[src/rtl/mesh_seq_pkg.sv]
// Shared types for the multi-mesh transform sequencer: FSM states and the per-slot pose record.
package mesh_seq_pkg;

   typedef enum logic [2:0] {IDLE, SCAN, LOAD, KICK, WAIT, FIN} state_e;

   typedef struct packed {
      logic [31:0] roll;
      logic [31:0] pitch;
      logic [31:0] yaw;
      logic [31:0] x;
      logic [31:0] y;
      logic [31:0] z;
   } pose_t;

   function automatic logic [31:0] sat_inc32(input logic [31:0] v);
      return (v == 32'hFFFF_FFFF) ? v : v + 32'd1;
   endfunction

endpackage

[src/rtl/multi_mesh_xform_seq_if.sv]
// Sequencer <-> transform-engine link: pose/count/control toward the engine, rebased memory addresses toward RAM/ROM.
interface multi_mesh_xform_seq_if #(
   parameter int AW = 32,
   parameter int CW = 16
);
   logic [31:0]   eng_roll, eng_pitch, eng_yaw, eng_x, eng_y, eng_z;
   logic [CW-1:0] eng_count;
   logic          eng_update_mvp;
   logic          eng_start;
   logic          eng_done;
   logic [AW-1:0] eng_read_addr;
   logic [AW-1:0] mem_read_addr;
   logic [AW-1:0] eng_write_addr;
   logic          eng_wren;
   logic [AW-1:0] mem_write_addr;
   logic          mem_wren;

   modport master (
      output eng_roll, eng_pitch, eng_yaw, eng_x, eng_y, eng_z, eng_count,
      output eng_update_mvp, eng_start, mem_read_addr, mem_write_addr, mem_wren,
      input  eng_done, eng_read_addr, eng_write_addr, eng_wren
   );

   modport slave (
      input  eng_roll, eng_pitch, eng_yaw, eng_x, eng_y, eng_z, eng_count,
      input  eng_update_mvp, eng_start, mem_read_addr, mem_write_addr, mem_wren,
      output eng_done, eng_read_addr, eng_write_addr, eng_wren
   );
endinterface

[src/rtl/mesh_slot_snapshot.sv]
// Frame-start snapshot of every mesh slot plus an index mux presenting the slot currently being processed.
module mesh_slot_snapshot
   import mesh_seq_pkg::*;
#(
   parameter int NUM_MESH = 4,
   parameter int AW       = 32,
   parameter int CW       = 16,
   parameter int XW       = 3
) (
   input  logic                   clock,
   input  logic                   reset,
   input  logic                   capture,
   input  logic [XW-1:0]          idx,
   input  logic [NUM_MESH-1:0]    mesh_en,
   input  logic [NUM_MESH*32-1:0] pose_roll,
   input  logic [NUM_MESH*32-1:0] pose_pitch,
   input  logic [NUM_MESH*32-1:0] pose_yaw,
   input  logic [NUM_MESH*32-1:0] pose_x,
   input  logic [NUM_MESH*32-1:0] pose_y,
   input  logic [NUM_MESH*32-1:0] pose_z,
   input  logic [NUM_MESH*AW-1:0] mesh_base,
   input  logic [NUM_MESH*CW-1:0] mesh_count,
   output pose_t                  cur_pose,
   output logic [AW-1:0]          cur_base,
   output logic [CW-1:0]          cur_count,
   output logic                   cur_en
);

   pose_t                pose_q  [NUM_MESH];
   pose_t                pose_d  [NUM_MESH];
   logic [AW-1:0]        base_q  [NUM_MESH];
   logic [AW-1:0]        base_d  [NUM_MESH];
   logic [CW-1:0]        count_q [NUM_MESH];
   logic [CW-1:0]        count_d [NUM_MESH];
   logic [NUM_MESH-1:0]  en_q, en_d;

   // NOTE: every always_comb output gets a default first, so no path can leave a latch behind.
   always_comb begin
      pose_d  = pose_q;
      base_d  = base_q;
      count_d = count_q;
      en_d    = en_q;
      if (capture) begin
         en_d = mesh_en;
         for (int i = 0; i < NUM_MESH; i++) begin
            pose_d[i]  = '{roll:  pose_roll[32*i +: 32],  pitch: pose_pitch[32*i +: 32],
                           yaw:   pose_yaw[32*i +: 32],   x:     pose_x[32*i +: 32],
                           y:     pose_y[32*i +: 32],     z:     pose_z[32*i +: 32]};
            base_d[i]  = mesh_base[AW*i +: AW];
            count_d[i] = mesh_count[CW*i +: CW];
         end
      end
   end

   // NOTE: non-blocking assignments only in clocked blocks, so every flop samples pre-edge values.
   // NOTE: the snapshot array is reset because outputs must read zero straight out of reset.
   always_ff @(posedge clock or posedge reset) begin
      if (reset) begin
         en_q <= '0;
         for (int i = 0; i < NUM_MESH; i++) begin
            pose_q[i]  <= '0;
            base_q[i]  <= '0;
            count_q[i] <= '0;
         end
      end else begin
         en_q    <= en_d;
         pose_q  <= pose_d;
         base_q  <= base_d;
         count_q <= count_d;
      end
   end

   // idx == NUM_MESH (end of frame) selects nothing and yields zeros.
   always_comb begin
      cur_pose  = '0;
      cur_base  = '0;
      cur_count = '0;
      cur_en    = 1'b0;
      for (int i = 0; i < NUM_MESH; i++) begin
         if (idx == XW'(i)) begin
            cur_pose  = pose_q[i];
            cur_base  = base_q[i];
            cur_count = count_q[i];
            cur_en    = en_q[i];
         end
      end
   end

endmodule

[src/rtl/multi_mesh_xform_seq.sv]
// Frame sequencer running the MVP engine once per enabled mesh, packing all output contiguously.
// Optional MESH_SEQ_STATS_EN adds a saturating frame_cycles counter output.
module multi_mesh_xform_seq
   import mesh_seq_pkg::*;
#(
   parameter int NUM_MESH  = 4,
   parameter int AW        = 32,
   parameter int CW        = 16,
   parameter int WR_STRIDE = 3,
   parameter int IW        = (NUM_MESH > 1) ? $clog2(NUM_MESH) : 1
) (
   input  logic                   clock,
   input  logic                   reset,
   input  logic                   start,
   input  logic [NUM_MESH-1:0]    mesh_en,
   input  logic [NUM_MESH*32-1:0] pose_roll,
   input  logic [NUM_MESH*32-1:0] pose_pitch,
   input  logic [NUM_MESH*32-1:0] pose_yaw,
   input  logic [NUM_MESH*32-1:0] pose_x,
   input  logic [NUM_MESH*32-1:0] pose_y,
   input  logic [NUM_MESH*32-1:0] pose_z,
   input  logic [NUM_MESH*AW-1:0] mesh_base,
   input  logic [NUM_MESH*CW-1:0] mesh_count,
   multi_mesh_xform_seq_if.master eng,
   output logic                   busy,
   output logic                   done,
   output logic [IW-1:0]          cur_mesh,
   output logic [AW-1:0]          words_written
`ifdef MESH_SEQ_STATS_EN
   ,
   output logic [31:0]            frame_cycles
`endif
);

   // One extra index bit so idx can reach NUM_MESH, the end-of-frame marker.
   localparam int XW = IW + 1;

   state_e        state_q, state_d;
   logic [XW-1:0] idx_q, idx_d;
   logic [AW-1:0] out_base_q, out_base_d;
   logic [AW-1:0] words_written_q, words_written_d;
   logic          capture, upd, kick;
   pose_t         cur_pose;
   logic [AW-1:0] cur_base;
   logic [CW-1:0] cur_count;
   logic          cur_en;

   mesh_slot_snapshot #(.NUM_MESH(NUM_MESH), .AW(AW), .CW(CW), .XW(XW)) u_snap (
      .clock(clock), .reset(reset), .capture(capture), .idx(idx_q), .mesh_en(mesh_en),
      .pose_roll(pose_roll), .pose_pitch(pose_pitch), .pose_yaw(pose_yaw),
      .pose_x(pose_x), .pose_y(pose_y), .pose_z(pose_z),
      .mesh_base(mesh_base), .mesh_count(mesh_count),
      .cur_pose(cur_pose), .cur_base(cur_base), .cur_count(cur_count), .cur_en(cur_en)
   );

   always_comb begin
      state_d         = state_q;
      idx_d           = idx_q;
      out_base_d      = out_base_q;
      words_written_d = words_written_q;
      capture         = 1'b0;
      upd             = 1'b0;
      kick            = 1'b0;
      done            = 1'b0;
      case (state_q)
         IDLE: if (start) begin
            capture    = 1'b1;
            idx_d      = '0;
            out_base_d = '0;
            state_d    = SCAN;
         end
         SCAN: begin
            if (idx_q == XW'(NUM_MESH))          state_d = FIN;
            else if (!cur_en || cur_count == '0) idx_d   = idx_q + XW'(1);
            else                                 state_d = LOAD;
         end
         LOAD: begin
            upd     = 1'b1;
            state_d = KICK;
         end
         KICK: begin
            kick    = 1'b1;
            state_d = WAIT;
         end
         WAIT: if (eng.eng_done) begin
            out_base_d = out_base_q + AW'(cur_count) * AW'(WR_STRIDE);
            idx_d      = idx_q + XW'(1);
            state_d    = SCAN;
         end
         FIN: begin
            words_written_d = out_base_q;
            done            = 1'b1;
            state_d         = IDLE;
         end
         default: state_d = IDLE;
      endcase
   end

   always_ff @(posedge clock or posedge reset) begin
      if (reset) begin
         state_q         <= IDLE;
         idx_q           <= '0;
         out_base_q      <= '0;
         words_written_q <= '0;
      end else begin
         state_q         <= state_d;
         idx_q           <= idx_d;
         out_base_q      <= out_base_d;
         words_written_q <= words_written_d;
      end
   end

   assign busy               = (state_q != IDLE);
   assign cur_mesh           = idx_q[IW-1:0];
   assign words_written      = words_written_q;
   assign eng.eng_roll       = cur_pose.roll;
   assign eng.eng_pitch      = cur_pose.pitch;
   assign eng.eng_yaw        = cur_pose.yaw;
   assign eng.eng_x          = cur_pose.x;
   assign eng.eng_y          = cur_pose.y;
   assign eng.eng_z          = cur_pose.z;
   assign eng.eng_count      = cur_count;
   assign eng.eng_update_mvp = upd;
   assign eng.eng_start      = kick;
   assign eng.mem_read_addr  = eng.eng_read_addr + cur_base;
   assign eng.mem_write_addr = eng.eng_write_addr + out_base_q;
   assign eng.mem_wren       = eng.eng_wren && (state_q == WAIT);

`ifdef MESH_SEQ_STATS_EN
   // cyc_q equals the frame-relative cycle number, so FIN latches it plus one (inclusive count).
   logic [31:0] cyc_q, cyc_d, frame_cycles_q, frame_cycles_d;

   always_comb begin
      cyc_d          = cyc_q;
      frame_cycles_d = frame_cycles_q;
      if (state_q == IDLE) begin
         if (start) cyc_d = 32'd1;
      end else begin
         cyc_d = sat_inc32(cyc_q);
      end
      if (state_q == FIN) frame_cycles_d = sat_inc32(cyc_q);
   end

   always_ff @(posedge clock or posedge reset) begin
      if (reset) begin
         cyc_q          <= '0;
         frame_cycles_q <= '0;
      end else begin
         cyc_q          <= cyc_d;
         frame_cycles_q <= frame_cycles_d;
      end
   end

   assign frame_cycles = frame_cycles_q;
`endif

endmodule

[src/flat_wrapper.sv]
// flat-port wrapper written by rule: the top's interface ports become plain ports
module multi_mesh_xform_seq_flat import mesh_seq_pkg::*;
#(
   parameter int NUM_MESH  = 4,
   parameter int AW        = 32,
   parameter int CW        = 16,
   parameter int WR_STRIDE = 3,
   parameter int IW        = (NUM_MESH > 1) ? $clog2(NUM_MESH) : 1
)
  (clock, reset, start, mesh_en, pose_roll, pose_pitch, pose_yaw, pose_x, pose_y, pose_z, mesh_base, mesh_count, busy, done, cur_mesh, words_written, eng_eng_roll, eng_eng_pitch, eng_eng_yaw, eng_eng_x, eng_eng_y, eng_eng_z, eng_eng_count, eng_eng_update_mvp, eng_eng_start, eng_mem_read_addr, eng_mem_write_addr, eng_mem_wren, eng_eng_done, eng_eng_read_addr, eng_eng_write_addr, eng_eng_wren);
  multi_mesh_xform_seq_if #(.AW(AW), .CW(CW)) eng_i ();
  input  logic clock;
  input  logic reset;
  input  logic start;
  input  logic [NUM_MESH-1:0] mesh_en;
  input  logic [NUM_MESH*32-1:0] pose_roll;
  input  logic [NUM_MESH*32-1:0] pose_pitch;
  input  logic [NUM_MESH*32-1:0] pose_yaw;
  input  logic [NUM_MESH*32-1:0] pose_x;
  input  logic [NUM_MESH*32-1:0] pose_y;
  input  logic [NUM_MESH*32-1:0] pose_z;
  input  logic [NUM_MESH*AW-1:0] mesh_base;
  input  logic [NUM_MESH*CW-1:0] mesh_count;
  output logic busy;
  output logic done;
  output logic [IW-1:0] cur_mesh;
  output logic [AW-1:0] words_written;
  output wire logic [$bits(eng_i.eng_roll)-1:0] eng_eng_roll;
  output wire logic [$bits(eng_i.eng_pitch)-1:0] eng_eng_pitch;
  output wire logic [$bits(eng_i.eng_yaw)-1:0] eng_eng_yaw;
  output wire logic [$bits(eng_i.eng_x)-1:0] eng_eng_x;
  output wire logic [$bits(eng_i.eng_y)-1:0] eng_eng_y;
  output wire logic [$bits(eng_i.eng_z)-1:0] eng_eng_z;
  output wire logic [$bits(eng_i.eng_count)-1:0] eng_eng_count;
  output wire logic [$bits(eng_i.eng_update_mvp)-1:0] eng_eng_update_mvp;
  output wire logic [$bits(eng_i.eng_start)-1:0] eng_eng_start;
  output wire logic [$bits(eng_i.mem_read_addr)-1:0] eng_mem_read_addr;
  output wire logic [$bits(eng_i.mem_write_addr)-1:0] eng_mem_write_addr;
  output wire logic [$bits(eng_i.mem_wren)-1:0] eng_mem_wren;
  input wire logic [$bits(eng_i.eng_done)-1:0] eng_eng_done;
  input wire logic [$bits(eng_i.eng_read_addr)-1:0] eng_eng_read_addr;
  input wire logic [$bits(eng_i.eng_write_addr)-1:0] eng_eng_write_addr;
  input wire logic [$bits(eng_i.eng_wren)-1:0] eng_eng_wren;
  assign eng_eng_roll = eng_i.eng_roll;
  assign eng_eng_pitch = eng_i.eng_pitch;
  assign eng_eng_yaw = eng_i.eng_yaw;
  assign eng_eng_x = eng_i.eng_x;
  assign eng_eng_y = eng_i.eng_y;
  assign eng_eng_z = eng_i.eng_z;
  assign eng_eng_count = eng_i.eng_count;
  assign eng_eng_update_mvp = eng_i.eng_update_mvp;
  assign eng_eng_start = eng_i.eng_start;
  assign eng_mem_read_addr = eng_i.mem_read_addr;
  assign eng_mem_write_addr = eng_i.mem_write_addr;
  assign eng_mem_wren = eng_i.mem_wren;
  assign eng_i.eng_done = eng_eng_done;
  assign eng_i.eng_read_addr = eng_eng_read_addr;
  assign eng_i.eng_write_addr = eng_eng_write_addr;
  assign eng_i.eng_wren = eng_eng_wren;
  multi_mesh_xform_seq #(.NUM_MESH(NUM_MESH), .AW(AW), .CW(CW), .WR_STRIDE(WR_STRIDE), .IW(IW)) u_core (.clock(clock), .reset(reset), .start(start), .mesh_en(mesh_en), .pose_roll(pose_roll), .pose_pitch(pose_pitch), .pose_yaw(pose_yaw), .pose_x(pose_x), .pose_y(pose_y), .pose_z(pose_z), .mesh_base(mesh_base), .mesh_count(mesh_count), .eng(eng_i), .busy(busy), .done(done), .cur_mesh(cur_mesh), .words_written(words_written));
endmodule
[config.mk]
export PLATFORM = sky130hd
export DESIGN_NAME = multi_mesh_xform_seq_flat
export DESIGN_NICKNAME = d
export VERILOG_FILES = /design/src/rtl/mesh_seq_pkg.sv /design/src/rtl/multi_mesh_xform_seq_if.sv /design/src/rtl/mesh_slot_snapshot.sv /design/src/rtl/multi_mesh_xform_seq.sv /design/src/flat_wrapper.sv
export SDC_FILE = /design/constraint.sdc
export NUM_CORES = 2
export LEC_CHECK = 0
export CAP_MARGIN = 20
export CORE_AREA = 2 2 521 523
export CTS_CLUSTER_SIZE = 10
export DETAILED_ROUTE_END_ITERATION = 7
export DIE_AREA = 0 0 523 525
export PLACE_DENSITY = 0.42
export REMOVE_ABC_BUFFERS = 1
export SYNTH_ARGS = -nofsm -noshare
export SYNTH_HDL_FRONTEND = slang
export SYNTH_SLANG_ARGS = --single-unit
export TNS_END_PERCENT = 5
[constraint.sdc]
create_clock -name clock -period 43.3 [get_ports clock]
set_input_delay 8.66 -clock clock [delete_from_list [all_inputs] [get_ports clock]]
set_output_delay 8.66 -clock clock [all_outputs]
set_load 0.01 [all_outputs]
* Word-level counts from Yosys, hierarchy flattened
Index checks and enable logic that the tools add are counted.
** Operators by class
- Add/subtract/negate cells :: 4
- $mul :: 1
- Equality and inequality tests :: 14
- Mux-type cells :: 34
- Reductions and logical operators :: 12
** Operator list (number)
- two-way mux 192 bit :: 4
- two-way mux 32 bit :: 6
- adder 32 bit :: 2
- two-way mux 16 bit :: 4
- case mux 32 bit (2 select lines) :: 1
- adder 32 x 18 -> 32 bit :: 1
- two-way mux 3 bit :: 8
- multiplier 16 x 2 -> 18 bit, second input constant :: 1
- logical NOT 16 bit :: 1
- case mux 3 bit (5 select lines) :: 1
- equality test 3 x 2 -> 1 bit, second input constant :: 4
- equality test 3 bit, second input constant :: 3
- two-way mux 1 bit :: 9
- case mux 3 bit (3 select lines) :: 1
- equality test 3 x 1 -> 1 bit, second input constant :: 2
- logical NOT 3 bit :: 2
- != test 2 bit, second input constant :: 3
- AND reduction 3 bit :: 2
- nonzero test 3 bit :: 2
- AND reduction 5 bit :: 1
- adder 3 x 1 -> 3 bit, second input constant :: 1
- != test 3 x 2 -> 1 bit, second input constant :: 1
- != test 2 x 1 -> 1 bit, second input constant :: 1
- nonzero test 2 bit :: 1
- 3 further kinds :: 3
** Word-level totals
- Register bits :: 1034
- Bits of input ports :: 1033

* Depth between registers and ports, before layout
- Depth after elaboration :: 10
- Depth in mapped cells :: 22
- Mapped depth without buffers :: 20

* Cells and area by module
A second synthesis with hierarchy kept.
** Second synthesis, totals
- Cell total of the unflattened synthesis :: 3772
- Area, all modules :: 55455.7 µm²
** Modules (own cells, without submodules)
- mesh_slot_snapshot :: instances 1, cells each 2869, area each 48052.3 µm², sequential area each 24123.1 µm²
- multi_mesh_xform_seq :: instances 1, cells each 903, area each 7403.4 µm², sequential area each 1751.7 µm²

* Worst setup path before layout
OpenSTA, ideal clock, no wires.
- Path type :: input to output
- From :: in eng_eng_write_addr[11]
- To :: out eng_mem_write_addr[31]
- Arrival :: 10938 ps
- Slack :: 23702 ps
- Stages :: 9
- Buffers on the path :: 0
- Cells stage by stage :: ha_1 and3_1 a221o_1 a2111oi_4 o21ai_2 and2_4 a221o_2 a311oi_2 xnor2_1
** Between the ends
- Longest elaborated chain between the ends :: 1
** RTL lines
- start: declaration :: RTL line flat_wrapper.sv:42 : input wire logic [$bits(eng_i.eng_write_addr)-1:0] eng_eng_write_addr;
- adder 32 bit :: RTL line multi_mesh_xform_seq.sv:126 : assign eng.mem_write_addr = eng.eng_write_addr + out_base_q;
- end: declaration :: RTL line flat_wrapper.sv:38 : output wire logic [$bits(eng_i.mem_write_addr)-1:0] eng_mem_write_addr;
No other way between the ends.

* Worst setup path in the final report
- From :: in eng_eng_write_addr[0]
- To :: out eng_mem_write_addr[26]
The elaborated chain is that of the path after synthesis.

==> impl_metrics.toml <==
[clock_tree]
cts_hold_buf = 0
clkLatencyLatePin_ns = 0.79
cts_made_buffers = 136
root_buffer = "clkbuf_16"
ctsResizeCount = 0
clockBufferDepth = 3
post_cts_buffers = 0
htreeDepth = 4
numClockSinks = 1034
cts_tree = "yes"
path_clk_slew_ns = 0.06

[power_and_ir_drop]
vdd_ir_drop_max_mv = 0.0406
pwr-share-seq_pct = 29.4
leakagePower_nw = 33.4
combPwrFrac_pct = 50.6
pwr-share-clk_pct = 20.0
p_sw_mw = 2.42
internal_power_mw = 3.22
power.density_nw_per_um2 = 79.0
swShare_pct = 42.9
finalPower_mw = 5.64

[die]
io_pins = 1344
start_util_pct = 18.5
core.rowCount = 191
die_y_microns = 525
die_w_microns = 523
die_area_sq_um = 275000
core_sq_um = 269000

[yosys]
syn_avg_cell_area_sq_um = 8.12
ys_top_cells_by_count = "nand2_1 (3261), dfrtp_1 (1034), o21ai_0 (498), clkbuf_1 (381), a221o_1 (225)"
synth_area_leaders = "dfrtp_1 (52%), nand2_1 (25%), o21ai_0 (5.0%)"
async_flop_share_pct = 100
synth_top_area_share_pct = 52.1
syn_area_sq_um = 49700
ys_ff_latch = 1034
synth_top_cell_by_area = "dfrtp_1"
yosysMostFrequentCell = "nand2_1"
ys.flop_type = "dfrtp_1"
synth_edf_count = 0
seq_area_frac_synth_pct = 52.1
syn_inst = 6121
yosys_warnings = 0
yosysUniqueCellTypes = 73

[final_layout]
layout-drive-gt1-share_pct = 4.11
nFillCells = 29089
area_delta_synth_final_pct = 43.6
nets = 8422

[timing]
drv_slew = 0
tns_ns = 0
fin_crit_ns = 21.30
worst_pin_slew_ns = 1.03
clock_skew_ns = 0.0396
setup_viol = 0
relSlewSlack_pct = 31.2
max_freq_mhz = 46.9
finalHoldViolCount = 0
timing.final.crit_share_pct = 49.2
rsz0062_at_grt = "no"

[hold_path]
min-delay-start = "u_core.u_snap.base_q[61]"
min_path_cells = 2
hp-class = "flop to flop"
holdPathEnd = "u_core.u_snap.base_q[61]"

[critical_path]
slowest_delay_ns = 0.74
rr_startpoint = "u_core.idx_q[0]"
end_kind = "output port"
start_kind = "input pin"
ff2ff_setup_slack_ns = 37.11
r2r_cells = 20
criticalPathCategory = "input pin to output port"
rr_endpoint = "u_core.out_base_q[22]"
crit_buf_inv = 3
critPathMaxFanout = 5
crit_family = "compound AO/OA/AOI/OAI gates"
cpMaxStageDelayCell = "a211oi_1"
path_cells = "clkdlybuf4s50_1 > ha_1 > inv_1 > fa_1 > nor2b_1 > o21a_1 > o21ai_0 > a211oi_1 > o21ai_1 > a2bb2oi_1 > o21ai_1 > xor2_1 > clkdlybuf4s50_1"
worstPathArrival_ns = 12.64
cp.required_ns = 34.64

[global_route]
grt_pass1_vias = 48225
grt_max_degree = 191
grt_pass1_wl_microns = 345000
grt-ovfl-total = 0
antenna_found_initial = 109
grtUsageTotal_pct = 17.0

[drt]
num_vias = 47276
ant_nets = 0
firstDrtPassIters = 5
totalWireLength_microns = 242000
drt_iter0_drc = 3003
drc = 0
routed_via_density = 4.30
wl_per_cell_microns = 22.0

[place]
routabilityCongestion = 0.868
dpl.hpwl_microns = 175000
io_buffers = 1343

[run]
cap_viol_max_count = 0

[run_status]
status = "completed"
-- sequential cells by signal (all words and copies together), names as in the netlist --
name and count:
u_core.u_snap.en_q 4, u_core.out_base_q 32, u_core.words_written 32, u_core.idx_q 3
u_core.state_q 3, u_core.u_snap.count_q 64, u_core.u_snap.pose_q 768, u_core.u_snap.base_q 128
-- worst max path at each step --
stage | start | to | slack (ns) | depth (start not counted)
3_3_place_gp | eng_eng_write_addr[0] | eng_mem_write_addr[26] | 22.01 | 13
2_1_floorplan | reset | u_core.idx_q[0] | 5.54 | 1
6_report | eng_eng_write_addr[0] | eng_mem_write_addr[26] | 22.00 | 13
4_1_cts | eng_eng_write_addr[0] | eng_mem_write_addr[26] | 22.05 | 13
3_5_place_dp | eng_eng_write_addr[0] | eng_mem_write_addr[26] | 22.07 | 13
5_1_grt | eng_eng_write_addr[0] | eng_mem_write_addr[24] | 21.87 | 13
-- routing by layer --
layer	up-vias	share of wire (%)	GRT usage, %
met3	344	8.3	5.94
met5	-	0.34	0
li1	22325	-	-
met4	124	2.3	4.72
met1	23045	42	20.7
met2	1438	48	28.1
-- stage by stage --
| step | worst slack, ns | instance area (sq um) | hold WS, ns | utilization [%] | cells |
|---|---|---|---|---|---|
| CTS | 22.05 | 71200 | 0.471 | 26.4 | 10942 |
| finish | 22.00 | 71400 | 0.465 | 26.5 | 10992 |
| global route | 21.87 | 71300 | 0.483 | 26.5 | 10965 |
| detailed placement | 22.07 | 66900 | 0.456 | 24.8 | 10710 |
| floorplan | 5.54 | 48200 | 0.437 | - | 5724 |
| global placement | 22.01 | 66900 | 0.452 | 24.8 | 10709 |
-- cell usage in the layout (no fill, tap or decap), types with 10 or more instances in the layout --
cell type	count
nand2_1	3259
clkdlybuf4s50_1	1343
dfrtp_1	1034
o21ai_0	498
a221o_1	225
clkbuf_16	137
ha_1	98
a21oi_1	80
nor2_1	62
buf_4	61
inv_1	52
diode_2	49
xnor2_1	46
clkbuf_1	42
a21o_1	29
xor2_1	28
nand2b_1	21
clkbuf_8	19
nor3_1	18
o21a_1	18
nand3_1	18
and3_1	15
o21bai_1	14
a31oi_1	14
nor2b_1	12
buf_12	12
fa_1	11
clkinv_2	11
a211oi_1	10
mux2i_1	10
-- power groups by stage --
stage / combinational (mW) / clock (mW) / sequential, mW
5_1_grt: 3.15 / 1.21 / 1.71
4_1_cts: 2.92 / 1.17 / 1.66
6_report: 2.85 / 1.12 / 1.66
3_5_place_dp: 2.90 / 0 / 1.67
3_3_place_gp: 2.90 / 0 / 1.66
2_1_floorplan: 2.04 / 0 / 1.60
-- cell families after synthesis --
| group | Yosys count | synth area share [%] |
|---|---|---|
| multiplexers | 18 | 0.383 |
| buffers and inverters | 453 | 3.45 |
| AND/OR/NAND/NOR | 3447 | 26.6 |
| AO/OA/AOI/OAI | 985 | 13.3 |
| XOR/XNOR | 74 | 1.30 |
| adder cells (fa/ha/maj) | 110 | 2.93 |
| flip-flops | 1034 | 52.1 |
-- worst min-delay path, cell delays in order, from the launching register on --
cell and delay [ns]:
dfrtp_1 0.33, nand2_1 0.05, nand2_1 0.05
-- area by class of cell --
| cell class | count | area (sq um) | area share [%] |
|---|---|---|---|
| Clock buffer | 198 | 3850 | 5.39 |
| Timing Repair Buffer | 1417 | 14200 | 19.9 |
| Tap cell | 3570 | 4470 | 6.26 |
| Antenna cell | 49 | 123 | 0.172 |
| Clock inverter | 34 | 495 | 0.694 |
| Multi-Input combinational cell | 4634 | 22200 | 31.1 |
| Inverter | 56 | 218 | 0.305 |
| Sequential cell | 1034 | 25900 | 36.3 |
(Power assumes the default switching activity.)
